$ cat src/rtl/conv_stream.sv
// conv_stream: streams a wide input vector through one external crossbar tile,
// one TILE_ROWS-wide slice per cycle. Signed ADC partial sums are accumulated
// with saturation, optionally clamped by ReLU, and returned over valid/ready.
//
// Ports:
//   clk, rst       - clock, synchronous active-high reset
//   in_valid/in_ready, Input_feature, Address, relu_en - request handshake + payload
//   tile_en, tile_data, tile_addr - slice issued to the crossbar tile
//   tile_out       - signed tile result, TILE_LAT cycles after tile_en
//   out_valid/out_ready, Output, overflow - result handshake + payload
module conv_stream #(
   parameter int unsigned INPUT_SIZE = 128,
   parameter int unsigned TILE_ROWS  = 32,
   parameter int unsigned DEPTH      = 6,
   parameter int unsigned ADC_P      = 8,
   parameter int unsigned ACC_W      = 16,
   parameter int unsigned TILE_LAT   = 1
) (
   input  logic                  clk,
   input  logic                  rst,
   input  logic                  in_valid,
   output logic                  in_ready,
   input  logic [INPUT_SIZE-1:0] Input_feature,
   input  logic [DEPTH-1:0]      Address,
   input  logic                  relu_en,
   output logic                  tile_en,
   output logic [TILE_ROWS-1:0]  tile_data,
   output logic [DEPTH-1:0]      tile_addr,
   input  logic [ADC_P-1:0]      tile_out,
   output logic                  out_valid,
   input  logic                  out_ready,
   output logic [ACC_W-1:0]      Output,
   output logic                  overflow
);

   localparam int unsigned NSLICE = INPUT_SIZE / TILE_ROWS;
   localparam int unsigned CNT_W  = (NSLICE > 1) ? $clog2(NSLICE) : 1;
   localparam int unsigned EXT_W  = ACC_W + 1 - ADC_P;

   typedef enum logic [1:0] {IDLE, ISSUE, DRAIN, DONE} state_t;

   state_t                 state, state_nxt;
   logic [CNT_W-1:0]       issue_cnt;
   logic [CNT_W-1:0]       ret_cnt;
   logic [TILE_LAT-1:0]    vld_sr;
   logic [INPUT_SIZE-1:0]  feat_q;
   logic                   relu_q;
   logic [ACC_W-1:0]       acc;

   logic                   accept_c;
   logic                   sample_c;
   logic                   last_issue_c;
   logic                   last_ret_c;
   logic [ACC_W:0]         sum_c;
   logic [ACC_W-1:0]       acc_nxt_c;
   logic                   sat_c;
   logic [ACC_W-1:0]       res_c;

   // Handshake / progress qualifiers
   always_comb begin
      accept_c     = (state == IDLE) && in_valid;
      sample_c     = vld_sr[TILE_LAT-1];
      last_issue_c = (issue_cnt == CNT_W'(NSLICE - 1));
      last_ret_c   = sample_c && (ret_cnt == CNT_W'(NSLICE - 1));
   end

   // Saturating accumulate: one guard bit detects overflow of the signed sum
   always_comb begin
      sum_c     = {acc[ACC_W-1], acc} + {{EXT_W{tile_out[ADC_P-1]}}, tile_out};
      sat_c     = 1'b0;
      acc_nxt_c = acc;
      if (sample_c) begin
         if (sum_c[ACC_W] != sum_c[ACC_W-1]) begin
            sat_c     = 1'b1;
            acc_nxt_c = sum_c[ACC_W] ? {1'b1, {(ACC_W-1){1'b0}}}
                                     : {1'b0, {(ACC_W-1){1'b1}}};
         end else begin
            acc_nxt_c = sum_c[ACC_W-1:0];
         end
      end
      res_c = (relu_q && acc_nxt_c[ACC_W-1]) ? '0 : acc_nxt_c;
   end

   // Next-state logic
   always_comb begin
      state_nxt = state;
      case (state)
         IDLE:    if (in_valid)     state_nxt = ISSUE;
         ISSUE:   if (last_issue_c) state_nxt = DRAIN;
         DRAIN:   if (last_ret_c)   state_nxt = DONE;
         DONE:    if (out_ready)    state_nxt = IDLE;
         default:                   state_nxt = IDLE;
      endcase
   end

   // State register, datapath and registered outputs
   always_ff @(posedge clk) begin
      if (rst) begin
         state     <= IDLE;
         issue_cnt <= '0;
         ret_cnt   <= '0;
         vld_sr    <= '0;
         feat_q    <= '0;
         relu_q    <= 1'b0;
         acc       <= '0;
         overflow  <= 1'b0;
         in_ready  <= 1'b1;
         tile_en   <= 1'b0;
         tile_data <= '0;
         tile_addr <= '0;
         out_valid <= 1'b0;
         Output    <= '0;
      end else begin
         state     <= state_nxt;
         in_ready  <= (state_nxt == IDLE);
         out_valid <= (state_nxt == DONE);
         tile_en   <= (state_nxt == ISSUE);
         // Flags which cycles carry a valid tile_out
         vld_sr    <= TILE_LAT'({vld_sr, tile_en});

         if (accept_c) begin
            // Slice 0 goes out next cycle; the remainder is shifted down per issue
            tile_data <= Input_feature[TILE_ROWS-1:0];
            feat_q    <= Input_feature >> TILE_ROWS;
            tile_addr <= Address;
            relu_q    <= relu_en;
            acc       <= '0;
            overflow  <= 1'b0;
            issue_cnt <= '0;
            ret_cnt   <= '0;
         end else begin
            if (state == ISSUE) begin
               issue_cnt <= issue_cnt + CNT_W'(1);
               tile_data <= last_issue_c ? '0 : feat_q[TILE_ROWS-1:0];
               feat_q    <= feat_q >> TILE_ROWS;
            end
            if (sample_c) begin
               acc     <= acc_nxt_c;
               ret_cnt <= ret_cnt + CNT_W'(1);
               if (sat_c) overflow <= 1'b1;
            end
            if (last_ret_c) Output <= res_c;
         end
      end
   end

endmodule

$ cat config.mk
export PLATFORM = sky130hd
export DESIGN_NAME = conv_stream
export DESIGN_NICKNAME = d
export VERILOG_FILES = /design/src/rtl/conv_stream.sv
export SDC_FILE = /design/constraint.sdc
export NUM_CORES = 1
export LEC_CHECK = 0
export ABC_AREA = 0
export ABC_CLOCK_PERIOD_IN_PS = 3800
export BUFFER_PORTS_ARGS = -buffer_cell sky130_fd_sc_hd__buf_2
export CAP_MARGIN = 20
export CORE_MARGIN = 8
export CORE_UTILIZATION = 35
export CTS_CLUSTER_SIZE = 40
export DETAILED_ROUTE_END_ITERATION = 8
export PLACE_DENSITY = 0.67
export SYNTH_ARGS = -nofsm -noshare
export SYNTH_HDL_FRONTEND = slang
export SYNTH_SLANG_ARGS = --single-unit
$ cat constraint.sdc
create_clock -name clk -period 3.8 [get_ports clk]
set_input_delay 0.76 -clock clk [delete_from_list [all_inputs] [get_ports clk]]
set_output_delay 0.76 -clock clk [all_outputs]
set_load 0.01 [all_outputs]
-- After elaboration in Yosys (flattened, before gate mapping)
Index checks and enable logic that the tools add are counted.
- add/sub/neg operators: 3
- equal/unequal tests: 8
- mux-type cells: 16
- bitwise gates (word level): 1
- reduce and logical (&&, ||, !) cells: 9
- operators by type and width (operator ; number):
    $mux W96 ; 2
    $mux W32 ; 3
    $mux W16 ; 4
    $add A16 B8 Y17 ; 1
    $eq A2 B2 Y1 const B ; 5
    $mux W2 ; 4
    $pmux W2 S4 ; 1
    $add A2 B1 Y2 const B ; 2
    $eq A2 B1 Y1 const B ; 2
    $logic_not A2 Y1 ; 2
    $reduce_and A2 Y1 ; 2
    $logic_and A1 B1 Y1 ; 3
    $mux W1 ; 2
    $reduce_bool A2 Y1 ; 1
    $reduce_or A2 Y1 ; 1
    $ne A1 B1 Y1 ; 1
    $not A1 Y1 ; 1
- bits in registers: 178
- bits of input ports: 147
- output and inout port bits: 58

-- Depth between registers and ports, before layout
Gate-level depths: netlist (run 1).
- word-level depth: 6
- mapped depth: 11
- depth with buffers taken out: 10

-- Worst setup path before layout (run 1)
No wires, ideal clock.
- path kind: input port to flip-flop
- start point: input port tile_out[0]
- end point: register Output[11]
- setup time: 0.074 ns
- arrival time: 2.940 ns
- required time: 3.726 ns
- path slack: 0.785 ns
- stages on the path: 11
- cells stage by stage: ha_1 -> inv_1 -> fa_1 -> nand2b_1 -> a21o_1 -> a31o_2 -> o211a_1 -> or2_1 -> a21o_1 -> clkbuf_1 -> o21ai_0
- longest elaborated chain between the ends: 6
- elaborated cells between the ends (all ways): 7
- RTL lines (item ; line ; source):
    start, declared ; 29 ; input logic [ADC_P-1:0] tile_out,
    $add A16 B8 Y17 (*) ; 69 ; sum_c = {acc[ACC_W-1], acc} + {{EXT_W{tile_out[ADC_P-1]}}, tile_out};
    $mux W16 / $ne A1 B1 Y1 (equally long branches) ; 75, 73 ;
    $mux W16 (*) ; 73 ; if (sum_c[ACC_W] != sum_c[ACC_W-1]) begin
    $mux W16 (*) ; 72 ; if (sample_c) begin
    $logic_and A1 B1 Y1 ; 81 ; res_c = (relu_q && acc_nxt_c[ACC_W-1]) ? '0 : acc_nxt_c;
    $mux W16 (*) ; 81 ;
    end signal, assigned ; 142 ; if (last_ret_c) Output <= res_c;
    end, declared ; 32 ; output logic [ACC_W-1:0] Output,
Every way passes the cells marked *; elsewhere a longest branch is shown, timed or not.
A chain may end at the register's enable or synchronous reset.

-- Worst setup path after layout (run 1)
- start point: input port tile_out[7]
- end point: register Output[2]
Same word-level chain as after synthesis.

==> flow_summary.toml, run 1 <==
[synth]
synth_edf_count = 0
ys_ff_latch = 178
syn-num-nets = 1088
synth_cell_types = 47
syn_area_per_cell_um2 = 8.308
netlist.area_leader.share = 0.4652
synthCells = 922
ys.flop_type = "dfxtp_1"
synth_largest_area_cell = "dfxtp_1"
synth_area_leaders = "dfxtp_1, a21oi_1, nand2_1"
yosysWarnings = 0
ys_seq_area_frac = 0.4652
syn_area_um2 = 7660
synthArstFlopShare = 0

[hold_path]
whs_endpoint = "Output[4]"
min_from = "Output[4]"
min_delay_path_depth = 2
hold_path.class = "flip-flop to flip-flop"

[timing]
hold_violations = 0
fin_tns_setup_ns = 0
relSlewSlack = 0.2750
clock.fmax_ghz = 0.3355
worstMarginPinSlew_ns = 1.087
finalMaxSlewViolations = 0
skew_ns = 0.01312
fin_ws_ns = 0.8195
finalSetupViolCount = 0
period_needed_ns = 2.981
rsz0062_at_grt = "no"
period_share = 0.7843

[final_layout]
nets = 1246
multi_input_area_um2 = 3806
num-fill-cells = 2269
ff_latch_area_um2 = 3563
syn_to_final_growth_pct = 23.60
drive_above_1_share = 0.2370

[critical_path]
reg2reg_depth = 10
setup.worst_path.start = "tile_out[7]"
crit_fanout = 12
cp-start-kind = "primary input"
r2r-start = "acc[0]"
endpoint_kind = "flip-flop"
critPathKind = "primary input to flip-flop"
r2r_slack_ns = 0.98
crit_required_ns = 4.09
cp.arrival_ns = 3.27
reg2reg_to = "Output[2]"

[grt]
grt_max_degree = 101
grt_pass1_wl_um = 35950
grt_pass1_vias = 6932
grt_usage = 0.1654
antenna_found_initial = 1
overflow = 0

[clock_tree]
clock_latency_ns = 0.42
cts_resized = 0
cts_tree = "yes"
cts-root-buf = "clkbuf_16"
cts_num_sinks = 178
cts_buffer_depth = 2
path_clk_slew_ns = 0.07
post_cts_buffers = 0
cts_max_level = 4
postCtsHoldBufs = 0
numCtsBuffers = 17

[place]
portBuffers = 204
place_ws_ns = 0.3925
dp_hpwl_um = 15410
place_congestion = 0.8327

[die]
boundaryPins = 205
start_util = 0.3543
die_y_um = 163.9
die_area_um2 = 26870
core_area_um2 = 21620
fp-row-count = 54
die_w_um = 163.9

[routing]
wl_um = 22700
drtIter0Drc = 451
ant_nets = 0
drt-pass1-iter-count = 5
viasPerCell = 5.175
wl_per_cell_um = 16.51
vias = 7115
route.detailed.drc = 0

[run]
maxCapViolCount = 0

[pwr]
p_per_area_nw_per_um2 = 470.5
vdd_drop_max_uv = 280.9
p_leak_nw = 3.862

[run_status]
status = "complete, no violations"
## per-stage QoR
| stage | hold WS, ns | cell area (um2) | util | cells | power [mW] |
|---|---|---|---|---|---|
| detailed placement | 0.4385 | 8860 | 0.4098 | 1341 | 2.736 |
| finish | 0.4450 | 9468 | 0.4379 | 1375 | 4.455 |
| CTS | 0.4507 | 9463 | 0.4377 | 1373 | 4.509 |
| floorplan | 0.4315 | 7660 | - | 922 | 2.495 |
| global route | 0.4643 | 9463 | 0.4377 | 1373 | 4.672 |
| global placement | 0.4344 | 8860 | 0.4098 | 1341 | 2.728 |
## critical path, cell delays in order
cell     delay (ns)
buf_2          0.17
ha_1           0.38
a21o_1         0.19
a221o_1        0.38
a221o_1        0.38
nor4_4         0.25
buf_4          0.18
nor3_2         0.04
buf_4          0.18
a31oi_1        0.22
o21ai_0        0.12
## layout make-up
cell class                      instances  share of cell area
Timing Repair Buffer                  216              0.1176
Multi-Input combinational cell        660              0.4020
Inverter                                7            0.002775
Antenna cell                            2           0.0005286
Clock inverter                         15             0.01877
Tap cell                              280             0.03700
Sequential cell                       178              0.3764
Clock buffer                           17             0.04493
## cells in the final DEF, fill, tap and decap left out, types with 2 or more instances in the layout
cell         n
a221o_1      3
a211oi_1    39
and3_1       4
inv_8        4
inv_6        2
xnor2_1      8
o21ai_0     30
clkbuf_16   17
nor3_1      33
a31oi_1      4
ha_1        18
o211ai_1     5
o21ai_1      6
a22oi_1     64
a31o_2       2
dfxtp_1    178
clkinv_4     3
and2_1       3
diode_2      2
a21o_1       6
a21oi_1    143
nor2b_1      4
buf_4       13
maj3_1       2
xor2_1       5
nand2_1    135
nor2_1      46
nand3_1     36
o21a_1       3
inv_1        7
nor3b_1     32
nand2b_1     6
buf_2      203
clkinv_8     4
## state kept, by name, summed over array words and instances, names as in the netlist
| register | flops |
|---|---|
| issue_cnt | 2 |
| relu_q | 1 |
| acc | 16 |
| ret_cnt | 2 |
| state | 2 |
| feat_q | 96 |
| tile_data | 32 |
| sample_c | 1 |
| tile_en | 1 |
| Output | 16 |
| out_valid | 1 |
| overflow | 1 |
| in_ready | 1 |
| tile_addr | 6 |
## how the worst max path moves through the flow
| stage | to | slack [ns] | depth (start not counted) |
|---|---|---|---|
| final | Output[2] | 0.82 | 11 |
| after global routing | Output[2] | 0.71 | 11 |
| after CTS | Output[2] | 0.85 | 11 |
| after detailed placement | Output[2] | 0.39 | 11 |
| after global placement | Output[2] | 0.46 | 11 |
| after floorplan | Output[11] | 0.79 | 11 |
## power breakdown
group | total, mW | switching, mW | internal, mW
logic | 0.659 | 0.396 | 0.263
registers | 2.03 | 0.0593 | 1.97
clock network | 1.76 | 0.868 | 0.894
## cell usage after synthesis (2+ instances only)
library cell / number
xor2_1: 5
a22oi_1: 64
inv_1: 7
o21ai_0: 30
nor3b_1: 32
a21oi_1: 143
nor3_1: 33
a211oi_1: 39
nor2_1: 47
and2_1: 4
ha_1: 18
o21a_1: 3
and3_1: 4
a221o_1: 3
clkbuf_1: 67
nand2_1: 136
o211ai_1: 5
xnor2_1: 8
nor2b_1: 5
buf_1: 8
nand2b_1: 7
a31oi_1: 4
buf_2: 2
nand3_1: 36
o21ai_1: 6
a31o_2: 2
maj3_1: 2
dfxtp_1: 178
a21o_1: 6
## kinds of logic (layout without fill, tap and decap cells)
logic type	after synthesis	in the layout	share of synthesized area
other	0	2	0
and+or+nand+nor	311	311	0.1911
muxes	2	2	0.002777
xor gates and xnor gates	13	13	0.01486
DFF	178	178	0.4652
buffers and inverters	84	255	0.04149
adders and majority gates	21	21	0.03463
AOI/OAI and AO/OA	313	313	0.2499
## routing by layer
layer	track usage	vias to the layer above	share of wire
met2	0.2628	169	0.46
met4	0.04752	2	0.017
met3	0.04837	22	0.058
li1	-	3616	-
met5	0	-	0.00044
met1	0.2141	3306	0.46
(Power assumes the default switching activity.)
==> inputs of run 2 (changes only) <==
- ABC_CLOCK_PERIOD_IN_PS: 3800 -> 2600
- PLACE_DENSITY: 0.67 -> 0.69
- clock period: 3.8 -> 2.6 ns (I/O delays scaled with it)
==> run 2 against run 1 <==
Against the previous run: clock skew rose by 0.0028 ns; routed wire length rose by 2.4%; via count rose by 3.3%; register-to-register slack got worse by 0.96 ns; worst hold slack got worse by 0.14 ns; largest power group unchanged; highest routed layer unchanged.
==> flow_summary.toml, run 2 (synthesized netlist as in run 1, its figures left out) <==
[run_status]
status = "complete, no violations"

[critical_path]
cp-start-kind = "flip-flop"
endpoint_kind = "flip-flop"
crit_required_ns = 2.92
crit_fanout = 13
critPathKind = "flip-flop to flip-flop"
cp.arrival_ns = 2.90

[final_layout]
syn_to_final_growth_pct = 31.82
multi_input_area_um2 = 3969
layout_common_cells = "buf_2, dfxtp_1, nand2_1"
nets = 1293
top_regs = "feat_q (96), tile_data (32)"
largest_reg_flops = 96
num-fill-cells = 2186
fin_area_um2 = 10100
final_util = 0.4670
largest-register = "feat_q"
drive_above_1_share = 0.2930
layout_commonest_cell = "buf_2"
ff_latch_area_um2 = 3570

[place]
dp_hpwl_um = 16250
portBuffers = 204
post_dp_cell_area_um2 = 9336
place_ws_ns = -0.4853
place_congestion = 0.8573

[clock_tree]
cts_tree = "yes"
numCtsBuffers = 17
cts_max_level = 4
path_clk_slew_ns = 0.09
cts_num_sinks = 178
cts_buffer_depth = 2
clock_latency_ns = 0.44
cts-root-buf = "clkbuf_16"

[timing]
worstMarginPinSlew_ns = 0.6529
skew_ns = 0.01591
fin_ws_ns = 0.02233
finalMaxSlewViolations = 0
period_share = 0.9914
fin_tns_setup_ns = 0
period_needed_ns = 2.578
finalSetupViolCount = 0
relSlewSlack = 0.5647
hold_violations = 0
rsz0062_at_grt = "yes"
clock.fmax_ghz = 0.3879

[routing]
ant_nets = 0
viasPerCell = 5.173
drt-pass1-iter-count = 5
wl_per_cell_um = 16.36
route.detailed.drc = 0
vias = 7351
wl_um = 23250
drtIter0Drc = 538

[grt]
overflow = 0
grt_max_degree = 100
grt_pass1_vias = 7359
grt_usage = 0.1711
grt_pass1_wl_um = 37220
antenna_found_initial = 2

[die]
start_util = 0.3543
die_y_um = 163.9
die_area_um2 = 26870
core_area_um2 = 21620
boundaryPins = 205
fp-row-count = 54
die_w_um = 163.9

[pwr]
vdd_drop_max_uv = 360.7
p_leak_nw = 4.147
p_total_mw = 6.787
p_per_area_nw_per_um2 = 672.1

[hold_path]
hold_path.class = "primary input to flip-flop"

[run]
maxCapViolCount = 0
[run 2: report_power, final]
group | total (mW) | internal (mW) | switching, mW
registers | 2.97 | 2.88 | 0.0851
logic | 1.15 | 0.504 | 0.643
clock network | 2.67 | 1.33 | 1.34
total | 6.79 | 4.72 | 2.07
[run 2: critical path: stages, from the launching register on]
cell,delay [ns]
dfxtp_2,0.34
ha_4,0.23
a21o_1,0.19
a221o_1,0.33
a221o_1,0.37
nor4_4,0.41
o21ai_2,0.14
buf_12,0.18
a21oi_2,0.18
a21oi_2,0.08
[run 2: worst paths after layout]
check / startpoint / to / slack [ns] / cells past startpoint
max: acc[8] / acc[6] / 0.02 / 9
min: Input_feature[105] / feat_q[73] / 0.31 / 3
max reg2reg: acc[8] / acc[6] / 0.02 / 9
min reg2reg: Output[5] / Output[5] / 0.45 / 2
[run 2: stage by stage]
step                hold slack [ns]  std cells
floorplan                    0.4315        922
global placement             0.4340       1386
detailed placement           0.4388       1386
CTS                          0.2810       1418
global route                 0.2905       1421
finish                       0.3078       1421
[run 2: cell type report]
type / instances / share of cell area
Antenna cell: 1 / 0.0002478
Clock buffer: 17 / 0.04213
Clock inverter: 15 / 0.01970
Inverter: 7 / 0.002602
Multi-Input combinational cell: 660 / 0.3931
Sequential cell: 178 / 0.3535
Tap cell: 280 / 0.03470
Timing Repair Buffer: 263 / 0.1540
[run 2: layer usage]
layer  vias to the layer above  global-route usage  routed length (um)
met5                         -                   0                  10
met4                         2             0.06570                 550
met3                        36             0.04812                1443
met2                       201              0.2680               10650
met1                      3409              0.2197               10600
li1                       3703                   -                   -
[run 2: timing repair]
item                                   4_1_cts  5_1_grt
gates cloned                                 0        1
pin swaps                                    1        9
buffers inserted                             0        2
setup endpoints to repair                    7       31
gates resized for setup                      3       32
hold buffers                                 0        0
endpoints found under the hold margin        0        0
